File: config.mk
export PLATFORM = sky130hd
export DESIGN_NAME = alu_8bit
export DESIGN_NICKNAME = d
export VERILOG_FILES = /design/src/rtl/alu_8bit.sv
export SDC_FILE = /design/constraint.sdc
export NUM_CORES = 1
export LEC_CHECK = 0
export ABC_CLOCK_PERIOD_IN_PS = 2220
export CAP_MARGIN = 20
export CORE_MARGIN = 2
export CORE_UTILIZATION = 50
export DETAILED_ROUTE_END_ITERATION = 16
export GPL_ROUTABILITY_DRIVEN = 0
export HOLD_SLACK_MARGIN = 0.06
export PLACE_DENSITY = 0.85
export SLEW_MARGIN = 20
export SYNTH_ARGS = -nofsm -noshare
export SYNTH_HDL_FRONTEND = slang
export SYNTH_SLANG_ARGS = --single-unit
File: constraint.sdc
create_clock -name clk -period 2.22 [get_ports clk]
set_clock_uncertainty 0.1 [all_clocks]
set_input_delay 0.222 -clock clk [delete_from_list [all_inputs] [get_ports clk]]
set_output_delay 0.222 -clock clk [all_outputs]
set_load 0.01 [all_outputs]
File: src/rtl/alu_8bit.sv
// 8-bit ALU: combinational result/condition/carry plus an enable-gated result/flag
// register sampled by the control unit for branches and writeback.
module alu_8bit (
   input  logic       clk,
   input  logic       rst,
   input  logic       en,
   input  logic [3:0] sel,
   input  logic [7:0] A,
   input  logic [7:0] B,
   output logic [7:0] C,
   output logic       cmp,
   output logic       carry,
   output logic [7:0] C_q,
   output logic       cmp_q,
   output logic       zero_q,
   output logic       carry_q
);

   typedef enum logic [3:0] {
      OP_PASS = 4'b0000,
      OP_NOT  = 4'b0001,
      OP_AND  = 4'b0010,
      OP_OR   = 4'b0011,
      OP_XOR  = 4'b0100,
      OP_ADD  = 4'b0101,
      OP_SUB  = 4'b0110,
      OP_SHL  = 4'b0111,
      OP_SHR  = 4'b1000,
      OP_SAR  = 4'b1001,
      OP_EQ   = 4'b1010,
      OP_NE   = 4'b1011,
      OP_LT   = 4'b1100,
      OP_LTU  = 4'b1101,
      OP_GE   = 4'b1110,
      OP_GEU  = 4'b1111
   } op_t;

   logic [8:0] sum;
   logic [8:0] diff;
   logic       big_shift;
   logic       lt_signed;
   logic       lt_unsigned;

   assign sum         = {1'b0, A} + {1'b0, B};
   assign diff        = {1'b0, A} - {1'b0, B};
   assign lt_unsigned = diff[8];
   assign lt_signed   = $signed(A) < $signed(B);
   // The full 8-bit amount counts: anything past 7 shifts every source bit out.
   assign big_shift   = (B > 8'd7);

   always_comb begin
      C     = 8'h00;
      cmp   = 1'b1;
      carry = 1'b0;
      case (op_t'(sel))
         OP_PASS: C = B;
         OP_NOT:  C = ~B;
         OP_AND:  C = A & B;
         OP_OR:   C = A | B;
         OP_XOR:  C = A ^ B;
         OP_ADD: begin
            C     = sum[7:0];
            carry = sum[8];
         end
         OP_SUB: begin
            C     = diff[7:0];
            carry = lt_unsigned;
         end
         OP_SHL:  C = big_shift ? 8'h00 : (A << B[2:0]);
         OP_SHR:  C = big_shift ? 8'h00 : (A >> B[2:0]);
         OP_SAR:  C = big_shift ? {8{A[7]}} : 8'($signed(A) >>> B[2:0]);
         OP_EQ:   cmp = (A == B);
         OP_NE:   cmp = (A != B);
         OP_LT:   cmp = lt_signed;
         OP_LTU:  cmp = lt_unsigned;
         OP_GE:   cmp = ~lt_signed;
         OP_GEU:  cmp = ~lt_unsigned;
         default: C = 8'h00;
      endcase
      if (sel >= 4'b1010)
         C = {7'b0, cmp};
   end

   always_ff @(posedge clk or posedge rst) begin
      if (rst) begin
         C_q     <= 8'h00;
         cmp_q   <= 1'b0;
         zero_q  <= 1'b0;
         carry_q <= 1'b0;
      end else if (en) begin
         C_q     <= C;
         cmp_q   <= cmp;
         zero_q  <= (C == 8'h00);
         carry_q <= carry;
      end
   end

endmodule

==> report_table.html, run 1 <==
<table>
<tr><th>Metric</th><th>Value</th></tr>
<tr><th colspan="2">Synth</th></tr>
<tr><td>EDFF count, synth</td><td>0</td></tr>
<tr><td>Average size of a mapped cell</td><td>7.82 um^2</td></tr>
<tr><td>Sequential area share after synthesis</td><td>10.3%</td></tr>
<tr><td>Most used standard cells in the synthesized netlist</td><td>sky130_fd_sc_hd__inv_1 (29), sky130_fd_sc_hd__ha_1 (26), sky130_fd_sc_hd__nor2_1 (25)</td></tr>
<tr><td>Most used standard cell by instance count after synthesis</td><td>sky130_fd_sc_hd__inv_1</td></tr>
<tr><td>Number of flip-flops and latches in the synthesized netlist</td><td>11</td></tr>
<tr><td>Count of different cell masters after synthesis</td><td>67</td></tr>
<tr><td>Top post-synthesis cells by area</td><td>sky130_fd_sc_hd__ha_1 (12%), sky130_fd_sc_hd__dfrtp_1 (10%), sky130_fd_sc_hd__mux2i_1 (8.2%), sky130_fd_sc_hd__mux2_2 (4.2%), sky130_fd_sc_hd__inv_1 (4.1%)</td></tr>
<tr><td>Area leader, netlist</td><td>sky130_fd_sc_hd__ha_1</td></tr>
<tr><td>Number of instances in the synthesized netlist</td><td>343</td></tr>
<tr><td>Combined area of all synthesized cells</td><td>2680 um^2</td></tr>
<tr><td>Most common flop cell mapped by yosys</td><td>sky130_fd_sc_hd__dfrtp_1</td></tr>
<tr><td>Async set-reset flop share out of synthesis</td><td>100%</td></tr>
<tr><td>Synth Net Count</td><td>394</td></tr>
<tr><td>Number of warning messages in the yosys log</td><td>0</td></tr>
<tr><td>Area fraction of the dominant cell type after synthesis</td><td>12.1%</td></tr>
<tr><th colspan="2">CTS</th></tr>
<tr><td>H-tree Lvls</td><td>1</td></tr>
<tr><td>Hold bufs inserted after CTS</td><td>0</td></tr>
<tr><td>Clock tree sinks</td><td>11</td></tr>
<tr><td>Clock buffers created by TritonCTS</td><td>3</td></tr>
<tr><td>Max clock buf depth</td><td>2</td></tr>
<tr><td>Clock root buffer</td><td>sky130_fd_sc_hd__clkbuf_8</td></tr>
<tr><th colspan="2">GRT</th></tr>
<tr><td>Largest net degree at the start of global routing</td><td>22</td></tr>
<tr><th colspan="2">Floorplan</th></tr>
<tr><td>Die extent in y</td><td>77.3 um</td></tr>
<tr><td>Site row count</td><td>26</td></tr>
<tr><td>Number of placed I/O pins</td><td>44</td></tr>
<tr><td>Initial Util</td><td>52.2%</td></tr>
<tr><td>Chip width</td><td>77.3 um</td></tr>
<tr><th colspan="2">Status</th></tr>
<tr><td>Stop stage</td><td>5_1_grt</td></tr>
<tr><td>Result of the run</td><td>aborted with a tool error</td></tr>
<tr><td>Error that stopped the run</td><td>[ERROR DPL-0038] Utilization greater than 100%, impossible to legalize</td></tr>
<tr><th colspan="2">Placement</th></tr>
<tr><td>PortBufs</td><td>43</td></tr>
<tr><td>Total instance count after detailed placement</td><td>544</td></tr>
<tr><td>DP Area</td><td>4040 um^2</td></tr>
<tr><td>DP Wirelength</td><td>8.70 mm</td></tr>
<tr><th colspan="2">STA</th></tr>
<tr><td>Worst Endpoint after GRT Repair</td><td>zero_q$_DFFE_PP0P_/D</td></tr>
<tr><td>Worst ep type</td><td>register input</td></tr>
</table>
stage by stage:
stage | worst slack, ns | util (%) | hold slack [ns]
after floorplan | -0.426 | - | -0.0256
after global placement | -1.13 | 78.6 | 0.391
after detailed placement | -1.24 | 78.6 | 0.404
after CTS | -0.586 | 93.6 | 0.185
kinds of logic after synthesis:
logic type | count (synthesis) | share of synthesized area, %
XOR/XNOR | 6 | 1.96
multiplexers | 38 | 16.6
AND/OR/NAND/NOR | 110 | 23.9
buffers and inverters | 57 | 8.86
flip-flops | 11 | 10.3
AO/OA/AOI/OAI | 93 | 24.8
adder cells (fa/ha/maj) | 28 | 13.6
what timing repair did:
action | 4_1_cts
hold endpoints to repair | 0
setup endpoints to repair | 21
pin swaps | 47
setup buffers | 33
gates cloned | 1
gates resized for setup | 222
==> run 2, diff against run 1 <==
==> config.mk (replaced) <==
export PLATFORM = sky130hd
export DESIGN_NAME = alu_8bit
export DESIGN_NICKNAME = d
export VERILOG_FILES = /design/src/rtl/alu_8bit.sv
export SDC_FILE = /design/constraint.sdc
export NUM_CORES = 1
export LEC_CHECK = 0
export ABC_CLOCK_PERIOD_IN_PS = 2900
export CAP_MARGIN = 20
export CORE_MARGIN = 2
export CORE_UTILIZATION = 40
export DETAILED_ROUTE_END_ITERATION = 16
export GPL_ROUTABILITY_DRIVEN = 0
export PLACE_DENSITY_LB_ADDON = 0.15
export SLEW_MARGIN = 20
export SYNTH_ARGS = -nofsm -noshare
export SYNTH_HDL_FRONTEND = slang
export SYNTH_SLANG_ARGS = --single-unit
==> constraint.sdc (replaced) <==
create_clock -name clk -period 2.9 [get_ports clk]
set_clock_uncertainty 0.1 [all_clocks]
set_input_delay 0.29 -clock clk [delete_from_list [all_inputs] [get_ports clk]]
set_output_delay 0.29 -clock clk [all_outputs]
set_load 0.01 [all_outputs]
==> run 2 against run 1 <==
The flow now finishes, with violations (setup timing). Synthesized cell count did not move. Synthesized area did not move.
==> report_table.html, run 2 <==
<table>
<tr><th>Metric</th><th>Value</th></tr>
<tr><th colspan="2">Synth</th></tr>
<tr><td>Most common flop cell mapped by yosys</td><td>sky130_fd_sc_hd__dfrtp_1</td></tr>
<tr><td>Most used standard cell by instance count after synthesis</td><td>sky130_fd_sc_hd__inv_1</td></tr>
<tr><td>Number of instances in the synthesized netlist</td><td>343 (unchanged)</td></tr>
<tr><td>Sequential area share after synthesis</td><td>10.3% (unchanged)</td></tr>
<tr><td>Number of warning messages in the yosys log</td><td>0 (unchanged)</td></tr>
<tr><td>Area fraction of the dominant cell type after synthesis</td><td>12.1% (unchanged)</td></tr>
<tr><td>Area leader, netlist</td><td>sky130_fd_sc_hd__ha_1</td></tr>
<tr><td>Async set-reset flop share out of synthesis</td><td>100% (unchanged)</td></tr>
<tr><td>Average size of a mapped cell</td><td>7.82 um^2 (unchanged)</td></tr>
<tr><td>Combined area of all synthesized cells</td><td>2680 um^2 (unchanged)</td></tr>
<tr><td>Count of different cell masters after synthesis</td><td>67 (unchanged)</td></tr>
<tr><td>Most used standard cells in the synthesized netlist</td><td>sky130_fd_sc_hd__inv_1 (29), sky130_fd_sc_hd__ha_1 (26), sky130_fd_sc_hd__nor2_1 (25)</td></tr>
<tr><td>Synth Net Count</td><td>394 (unchanged)</td></tr>
<tr><td>Top post-synthesis cells by area</td><td>sky130_fd_sc_hd__ha_1 (12%), sky130_fd_sc_hd__dfrtp_1 (10%), sky130_fd_sc_hd__mux2i_1 (8.2%), sky130_fd_sc_hd__mux2_2 (4.2%), sky130_fd_sc_hd__inv_1 (4.1%)</td></tr>
<tr><td>Number of flip-flops and latches in the synthesized netlist</td><td>11 (unchanged)</td></tr>
<tr><td>EDFF count, synth</td><td>0 (unchanged)</td></tr>
<tr><th colspan="2">Floorplan</th></tr>
<tr><td>Number of placed I/O pins</td><td>44 (unchanged)</td></tr>
<tr><td>Initial Util</td><td>41.8% (-10 points)</td></tr>
<tr><td>Chip width</td><td>85.9 um (+11%)</td></tr>
<tr><td>Site row count</td><td>29 (+12%)</td></tr>
<tr><td>Die extent in y</td><td>85.9 um (+11%)</td></tr>
<tr><td>Die ar.</td><td>7380 um^2</td></tr>
<tr><td>Placeable core region</td><td>6420 um^2</td></tr>
<tr><th colspan="2">Cells and area</th></tr>
<tr><td>Diode insertion count for antenna repair</td><td>0</td></tr>
<tr><td>Final non-filler cell total</td><td>584</td></tr>
<tr><td>Most common cell after layout, fill and taps aside</td><td>sky130_fd_sc_hd__buf_4</td></tr>
<tr><td>Highest-count cells in the layout ignoring fill and taps</td><td>sky130_fd_sc_hd__buf_4 (128), sky130_fd_sc_hd__inv_1 (24), sky130_fd_sc_hd__nor2_1 (22)</td></tr>
<tr><td>Area growth syn-to-layout</td><td>74.0%</td></tr>
<tr><td>Number of flip-flops in the largest register</td><td>8</td></tr>
<tr><td>Fraction of layout cells with a size suffix above 1</td><td>47.9%</td></tr>
<tr><td>Most flops, register</td><td>C_q</td></tr>
<tr><td>Net total in the final layout</td><td>559</td></tr>
<tr><td>Fillcell total</td><td>489</td></tr>
<tr><th colspan="2">Setup path</th></tr>
<tr><td>Required time reported for the critical path endpoint</td><td>2.94 ns</td></tr>
<tr><td>Critical Path Source Type</td><td>primary input</td></tr>
<tr><td>Crit path from</td><td>B[5]</td></tr>
<tr><td>Cell repeated most along the worst path</td><td>sky130_fd_sc_hd__or4_4</td></tr>
<tr><td>Sort of element at the end of the critical path</td><td>flop</td></tr>
<tr><td>Ordered list of cells on the worst path</td><td>clkbuf_2 &gt; buf_6 &gt; or2_4 &gt; or4_4 &gt; o311ai_4 &gt; or4b_4 &gt; or4_4 &gt; o32ai_2</td></tr>
<tr><td>Maximum fanout encountered on the critical timing path</td><td>4</td></tr>
<tr><td>Type of the worst setup path</td><td>primary input to flop</td></tr>
<tr><td>Reg2reg setup slack</td><td>2.05 ns</td></tr>
<tr><td>Arrival time reported for the critical path endpoint</td><td>2.94 ns</td></tr>
<tr><td>WP buf/inv</td><td>2</td></tr>
<tr><td>Largest delay share family, worst path</td><td>simple AND/OR/NAND/NOR gates</td></tr>
<tr><td>Origin of the critical flop-to-flop path</td><td>cmp_q</td></tr>
<tr><td>Stage delay of the slowest cell on the critical path</td><td>0.56 ns</td></tr>
<tr><td>Max stage delay cell, worst path</td><td>sky130_fd_sc_hd__or4_4</td></tr>
<tr><th colspan="2">CTS</th></tr>
<tr><td>Clock tree from TritonCTS</td><td>built</td></tr>
<tr><td>Max clock buf depth</td><td>2 (unchanged)</td></tr>
<tr><td>Clock buffers created by TritonCTS</td><td>3 (unchanged)</td></tr>
<tr><td>Clock Pin Slew Worst Setup and Hold Paths</td><td>0.05 ns</td></tr>
<tr><td>Clock tree sinks</td><td>11 (unchanged)</td></tr>
<tr><td>Clock root buffer</td><td>sky130_fd_sc_hd__clkbuf_8</td></tr>
<tr><td>H-tree Lvls</td><td>1 (unchanged)</td></tr>
<tr><td>Clk Latency, worst-skew pair</td><td>0.23 ns</td></tr>
<tr><th colspan="2">STA</th></tr>
<tr><td>Final critical path time including I/O delays and setup</td><td>2.90 ns</td></tr>
<tr><td>Final setup slack of the worst path</td><td>-0.00112 ns</td></tr>
<tr><td>Transition time of the tightest slew-check pin</td><td>0.516 ns</td></tr>
<tr><td>RSZ-0062 raised after global routing</td><td>true</td></tr>
<tr><td>Highest clock rate</td><td>345 MHz</td></tr>
<tr><td>Tightest slew margin relative to the limit</td><td>65.3%</td></tr>
<tr><td>Final Cycle Share</td><td>100%</td></tr>
<tr><td>Final count of negative-setup-slack endpoints</td><td>1</td></tr>
<tr><td>Final hold viol count</td><td>0</td></tr>
<tr><td>Final slew viol count</td><td>0</td></tr>
<tr><th colspan="2">Drt</th></tr>
<tr><td>Post-route ant nets</td><td>0</td></tr>
<tr><td>Detail-routed via count per cell</td><td>6.04</td></tr>
<tr><td>Total wire length after detailed routing</td><td>10.9 mm</td></tr>
<tr><td>Number of DRC markers in iteration 0</td><td>285</td></tr>
<tr><td>DR DRC count</td><td>0</td></tr>
<tr><td>Via count</td><td>3526</td></tr>
<tr><td>WL/cell</td><td>18.7 um</td></tr>
<tr><td>Iteration count of the initial detailed-routing pass</td><td>5</td></tr>
<tr><th colspan="2">Status</th></tr>
<tr><td>Failing checks</td><td>setup timing</td></tr>
<tr><td>Result of the run</td><td>complete, but fails checks</td></tr>
<tr><th colspan="2">Power</th></tr>
<tr><td>Leakage power of the design</td><td>2.09 nW</td></tr>
<tr><td>Post-layout power</td><td>1.12 mW</td></tr>
<tr><td>PwrDens</td><td>240 nW/um^2</td></tr>
<tr><td>Peak supply drop</td><td>0.138 mV</td></tr>
<tr><th colspan="2">GRT</th></tr>
<tr><td>First-pass GRT wire length</td><td>16.9 mm</td></tr>
<tr><td>Largest net degree at the start of global routing</td><td>21</td></tr>
<tr><td>Final global-route overflow total</td><td>0</td></tr>
<tr><td>Number of global-route vias before repair</td><td>3356</td></tr>
<tr><td>Initial antenna violation count</td><td>0</td></tr>
<tr><td>Gr usage total</td><td>28.4%</td></tr>
<tr><th colspan="2">Hold path</th></tr>
<tr><td>Type of the worst min-delay path</td><td>primary input to async pin</td></tr>
<tr><th colspan="2">Flow run</th></tr>
<tr><td>Max_cap viols</td><td>0</td></tr>
<tr><th colspan="2">Placement</th></tr>
<tr><td>PortBufs</td><td>43 (unchanged)</td></tr>
<tr><td>Total instance count after detailed placement</td><td>557 (+2.4%)</td></tr>
<tr><td>DP Wirelength</td><td>7.88 mm (-9.5%)</td></tr>
</table>
==> run 2: cell counts after synthesis <==
Identical to the previous run, type by type.
==> run 2: repair_timing <==
action,4_1_cts,5_1_grt
buffers inserted,16,7
cloned,1,0
resized for setup,117,57
endpoints found under the setup margin,13,9
endpoints found under the hold margin,0,0
pin swaps,21,23
hold buffers,0,0
==> run 2: worst paths after layout <==
kind | depth (start not counted) | end
worst max-delay path | 8 | zero_q
worst min register to register | 1 | C_q[7]
worst max register to register | 1 | cmp_q
worst min-delay path | 2 | C_q[5]
max in group asynchronous | 2 | C_q[1]
min in group clk | 1 | C_q[7]
==> run 2: logic make-up (layout without fill, tap and decap cells) <==
logic type	count (synthesis)	count (layout)	synth area share [%]
buf+inv	57	221	8.86
flops	11	11	10.3
simple gates	110	110	23.9
mux	38	38	16.6
fa+ha+maj	28	28	13.6
compound gates	93	93	24.8
xor+xnor	6	6	1.96
==> run 2: routing by layer <==
metal | part of all wire, % | global-route usage (%) | vias up
li1 | - | - | 1614
met1 | 41 | 37.1 | 1655
met2 | 48 | 49.8 | 216
met3 | 7.4 | 1.83 | 41
met4 | 3.4 | 8.95 | 0
met5 | 0 | 0 | -
==> run 2: where the power goes <==
group | internal, mW | switching (mW) | total, mW
clock network | 0.0961 | 0.0524 | 0.148
logic | 0.413 | 0.375 | 0.788
registers | 0.175 | 0.00980 | 0.184
total | 0.684 | 0.437 | 1.12
==> run 2: cell type report <==
type,instances,area [um^2],share of cell area (%)
repair buffers,187,1570,33.6
well taps,77,96.3,2.06
multi-input cells,275,2570,55.0
flip-flops and latches,11,275,5.89
clock buffers,4,45.0,0.964
inverters,30,118,2.52
==> run 2: per-stage QoR <==
step                setup TNS, ns  utilization, %  area (um^2)  hold WS (ns)  worst slack [ns]
finish                   -0.00112            72.7         4670         0.251          -0.00112
global route               -0.111            72.7         4670         0.293           -0.0985
CTS                             0            70.4         4520         0.266           0.00606
detailed placement          -8.06            62.6         4020         0.396            -0.891
global placement            -7.32            62.6         4020         0.389            -0.855
floorplan                       0               -         2700        0.0424           0.00863
No activity file was read; power rests on OpenSTA's default activity.
==> run 3, diff against run 2 <==
--- a/config.mk
+++ b/config.mk
@@ -6,7 +6,7 @@
 export NUM_CORES = 1
 export LEC_CHECK = 0
 export ABC_CLOCK_PERIOD_IN_PS = 2900
-export CAP_MARGIN = 20
+export CAP_MARGIN = 15
 export CORE_MARGIN = 2
 export CORE_UTILIZATION = 40
 export DETAILED_ROUTE_END_ITERATION = 16
==> results of run 3 <==
Same layout as run 2: the final DEF is identical, and so are final timing and power.
==> run 4, diff against run 3 <==
--- a/config.mk
+++ b/config.mk
@@ -9,9 +9,11 @@
 export CAP_MARGIN = 15
 export CORE_MARGIN = 2
 export CORE_UTILIZATION = 40
+export CTS_CLUSTER_SIZE = 28
 export DETAILED_ROUTE_END_ITERATION = 16
+export DONT_BUFFER_PORTS = 1
 export GPL_ROUTABILITY_DRIVEN = 0
-export PLACE_DENSITY_LB_ADDON = 0.15
+export PLACE_DENSITY = 0.61
 export SLEW_MARGIN = 20
 export SYNTH_ARGS = -nofsm -noshare
 export SYNTH_HDL_FRONTEND = slang
==> run 4 against run 3 <==
The run now ends clean. Largest power group unchanged. First-iteration DRC count is 24% higher. Count of clock-buffer cells in the layout stayed put. Total power is 34% lower. Sequential share of layout area up 3.6 points. Die area is the same. Critical path type unchanged. Sequential cell count is the same. Hold slack worse by 0.22 ns. Clock power grew 3%. Global-route usage down 4.9 points. Non-clock buffer count shrank 162. Combinational power shrank 51%. Critical path depth increased by 1.
==> report_table.html, run 4 (same netlist as run 2, synthesis figures left out) <==
<table>
<tr><th>Metric</th><th>Value</th></tr>
<tr><th colspan="2">Status</th></tr>
<tr><td>Result of the run</td><td>finished, final reports clean</td></tr>
<tr><th colspan="2">CTS</th></tr>
<tr><td>Clock tree from TritonCTS</td><td>built</td></tr>
<tr><td>Clock buffers created by TritonCTS</td><td>3 (unchanged)</td></tr>
<tr><td>Clock Pin Slew Worst Setup and Hold Paths</td><td>0.05 ns (about the same)</td></tr>
<tr><td>Hold bufs inserted after CTS</td><td>1 (+1)</td></tr>
<tr><td>H-tree Lvls</td><td>1 (unchanged)</td></tr>
<tr><td>Post-CTS Setup Inserts</td><td>0 (-16)</td></tr>
<tr><td>Max clock buf depth</td><td>2 (unchanged)</td></tr>
<tr><td>Gates resized, CTS repair</td><td>0 (-100%)</td></tr>
<tr><td>Clk Latency, worst-skew pair</td><td>0.24 ns (about the same)</td></tr>
<tr><td>Clock tree sinks</td><td>11 (unchanged)</td></tr>
<tr><td>Clock root buffer</td><td>sky130_fd_sc_hd__clkbuf_8</td></tr>
<tr><th colspan="2">Power</th></tr>
<tr><td>Peak supply drop</td><td>0.143 mV (+3.5%)</td></tr>
<tr><td>Fraction of power consumed by combinational cells</td><td>52.3% (-18 points)</td></tr>
<tr><td>Int Power</td><td>453 uW (-34%)</td></tr>
<tr><td>Sw Share</td><td>38.6% (-0.45 points)</td></tr>
<tr><td>Psw</td><td>285 uW (-35%)</td></tr>
<tr><td>PwrDens</td><td>253 nW/um^2 (+5.6%)</td></tr>
<tr><td>Leakage power of the design</td><td>1.22 nW (-42%)</td></tr>
<tr><td>Clk pwr share</td><td>20.8% (+7.6 points)</td></tr>
<tr><td>Post-layout power</td><td>738 uW (-34%)</td></tr>
<tr><td>Flop pwr share</td><td>26.9% (+10 points)</td></tr>
<tr><th colspan="2">Drt</th></tr>
<tr><td>DRT met1 WL</td><td>3.76 mm (-16%)</td></tr>
<tr><td>Number of DRC markers in iteration 0</td><td>353 (+24%)</td></tr>
<tr><td>Post-route ant nets</td><td>0 (unchanged)</td></tr>
<tr><td>DR DRC count</td><td>0 (unchanged)</td></tr>
<tr><td>Highest metal used</td><td>met4</td></tr>
<tr><td>Amount of wire on met2 after detailed routing</td><td>3.92 mm (-26%)</td></tr>
<tr><td>Detailed-routed wire length on met3</td><td>865 um (+6.1%)</td></tr>
<tr><td>Detail-routed via count per cell</td><td>6.57 (+8.9%)</td></tr>
<tr><td>Via count</td><td>2774 (-21%)</td></tr>
<tr><td>Iteration count of the initial detailed-routing pass</td><td>5 (unchanged)</td></tr>
<tr><td>Total wire length after detailed routing</td><td>8.72 mm (-20%)</td></tr>
<tr><td>WL/cell</td><td>20.7 um (+10%)</td></tr>
<tr><th colspan="2">Floorplan</th></tr>
<tr><td>Site row count</td><td>29 (unchanged)</td></tr>
<tr><td>Placeable core region</td><td>6420 um^2 (unchanged)</td></tr>
<tr><td>Initial Util</td><td>41.8% (unchanged)</td></tr>
<tr><td>Number of placed I/O pins</td><td>44 (unchanged)</td></tr>
<tr><td>Die ar.</td><td>7380 um^2 (unchanged)</td></tr>
<tr><td>Die extent in y</td><td>85.9 um (unchanged)</td></tr>
<tr><td>Chip width</td><td>85.9 um (unchanged)</td></tr>
<tr><th colspan="2">GRT</th></tr>
<tr><td>First-pass GRT wire length</td><td>13.8 mm (-18%)</td></tr>
<tr><td>Final global-route overflow total</td><td>0 (unchanged)</td></tr>
<tr><td>Number of global-route vias before repair</td><td>2613 (-22%)</td></tr>
<tr><td>Gr usage total</td><td>23.5% (-4.9 points)</td></tr>
<tr><td>Initial antenna violation count</td><td>0 (unchanged)</td></tr>
<tr><td>Largest net degree at the start of global routing</td><td>35 (+67%)</td></tr>
<tr><th colspan="2">STA</th></tr>
<tr><td>RSZ-0062 raised after global routing</td><td>false</td></tr>
<tr><td>Highest clock rate</td><td>361 MHz (+4.6%)</td></tr>
<tr><td>Final slew viol count</td><td>0 (unchanged)</td></tr>
<tr><td>Final Cycle Share</td><td>95.6% (-4.4 points)</td></tr>
<tr><td>Final critical path time including I/O delays and setup</td><td>2.77 ns (-0.128 ns)</td></tr>
<tr><td>Tightest slew margin relative to the limit</td><td>49.8% (-15 points)</td></tr>
<tr><td>Final hold viol count</td><td>0 (unchanged)</td></tr>
<tr><td>Final count of negative-setup-slack endpoints</td><td>0 (-1)</td></tr>
<tr><td>Transition time of the tightest slew-check pin</td><td>0.743 ns (+0.227 ns)</td></tr>
<tr><th colspan="2">Hold path</th></tr>
<tr><td>Count of cells along the worst hold path</td><td>1</td></tr>
<tr><td>Type of the worst min-delay path</td><td>primary input to flop</td></tr>
<tr><td>Worst min-delay path endpoint</td><td>C_q[3]</td></tr>
<tr><td>Startpoint of the worst hold path</td><td>en</td></tr>
<tr><th colspan="2">Cells and area</th></tr>
<tr><td>Final non-filler cell total</td><td>422 (-28%)</td></tr>
<tr><td>Most common cell after layout, fill and taps aside</td><td>sky130_fd_sc_hd__inv_1</td></tr>
<tr><td>Net total in the final layout</td><td>397 (-29%)</td></tr>
<tr><td>Diode insertion count for antenna repair</td><td>0 (unchanged)</td></tr>
<tr><td>Area growth syn-to-layout</td><td>8.48%</td></tr>
<tr><td>Most flops, register</td><td>C_q</td></tr>
<tr><td>Fraction of layout cells with a size suffix above 1</td><td>15.7% (-32 points)</td></tr>
<tr><td>Number of flip-flops in the largest register</td><td>8 (unchanged)</td></tr>
<tr><td>Highest-count cells in the layout ignoring fill and taps</td><td>sky130_fd_sc_hd__inv_1 (28), sky130_fd_sc_hd__nor2_1 (25), sky130_fd_sc_hd__ha_1 (25)</td></tr>
<tr><th colspan="2">Setup path</th></tr>
<tr><td>Sort of element at the end of the critical path</td><td>flop</td></tr>
<tr><td>Crit path from</td><td>A[1]</td></tr>
<tr><td>Critical Path Source Type</td><td>primary input</td></tr>
<tr><td>Arrival time reported for the critical path endpoint</td><td>2.82 ns (-0.12 ns)</td></tr>
<tr><td>Worst-case reg-to-reg path depth</td><td>1 (unchanged)</td></tr>
<tr><td>Required time reported for the critical path endpoint</td><td>2.95 ns (about the same)</td></tr>
<tr><td>Type of the worst setup path</td><td>primary input to flop</td></tr>
<tr><td>Reg-to-reg endpoint</td><td>C_q[5]</td></tr>
<tr><td>Max stage delay cell, worst path</td><td>sky130_fd_sc_hd__or4_4</td></tr>
<tr><td>Origin of the critical flop-to-flop path</td><td>C_q[5]</td></tr>
<tr><td>Maximum fanout encountered on the critical timing path</td><td>7 (+3)</td></tr>
<tr><td>Ordered list of cells on the worst path</td><td>inv_1 &gt; ha_4 &gt; a211oi_1 &gt; nor3b_1 &gt; mux2i_1 &gt; nor2_1 &gt; or4b_4 &gt; or4_4 &gt; o32ai_2</td></tr>
<tr><td>Stage delay of the slowest cell on the critical path</td><td>0.55 ns (about the same)</td></tr>
<tr><td>Reg2reg setup slack</td><td>2.00 ns (-0.05 ns)</td></tr>
<tr><th colspan="2">Placement</th></tr>
<tr><td>DP Wirelength</td><td>6.67 mm (-15%)</td></tr>
<tr><td>PortBufs</td><td>0 (-100%)</td></tr>
<tr><td>Total instance count after detailed placement</td><td>417 (-25%)</td></tr>
<tr><th colspan="2">Flow run</th></tr>
<tr><td>Max_cap viols</td><td>0 (unchanged)</td></tr>
</table>
[run 4: routing by layer]
| metal | vias to the layer above | global-route usage, % |
|---|---|---|
| met4 | 0 | 5.19 |
| li1 | 1284 | - |
| met1 | 1325 | 32.9 |
| met2 | 146 | 36.5 |
| met5 | - | 0 |
| met3 | 19 | 5.77 |
[run 4: how the worst max path moves through the flow]
stage	to	slack (ns)	cells past startpoint
detailed placement	zero_q	-0.08	11
CTS	zero_q	0.14	11
floorplan	zero_q	0.009	10
finish	zero_q	0.13	9
global route	zero_q	0.03	10
global placement	zero_q	-0.04	9
[run 4: layout make-up]
type                            instances  area (um^2)
Timing Repair Buffer                   25          190
Clock buffer                            4         45.0
Inverter                               30          115
Sequential cell                        11          275
Tap cell                               77         96.3
Multi-Input combinational cell        275         2190
Fill cell                             657         3510
[run 4: power groups by stage]
stage	clock, mW	combinational [mW]	sequential (mW)
2_1_floorplan	0	0.303	0.197
3_3_place_gp	0	0.374	0.202
3_5_place_dp	0	0.377	0.202
4_1_cts	0.158	0.381	0.199
5_1_grt	0.165	0.420	0.201
6_report	0.153	0.386	0.199
[run 4: metrics by stage]
stage | TNS (ns) | hold WS (ns) | cell area, um^2 | util (%) | setup slack, ns
after floorplan | 0 | 0.0424 | 2700 | - | 0.00863
after global placement | -0.0445 | 0.0832 | 2850 | 44.4 | -0.0445
after detailed placement | -0.0772 | 0.0899 | 2860 | 44.5 | -0.0772
after CTS | 0 | 0.0232 | 2910 | 45.3 | 0.143
after global routing | 0 | 0.0236 | 2910 | 45.3 | 0.0282
final | 0 | 0.0303 | 2910 | 45.3 | 0.127
[run 4: worst max-delay path, delay by kind of cell]
kind / cells / cell delay, ns
AOI/OAI and AO/OA: 2 / 0.65
adders and majority gates: 1 / 0.25
buffers and inverters: 1 / 0.16
muxes: 1 / 0.18
and+or+nand+nor: 4 / 1.29
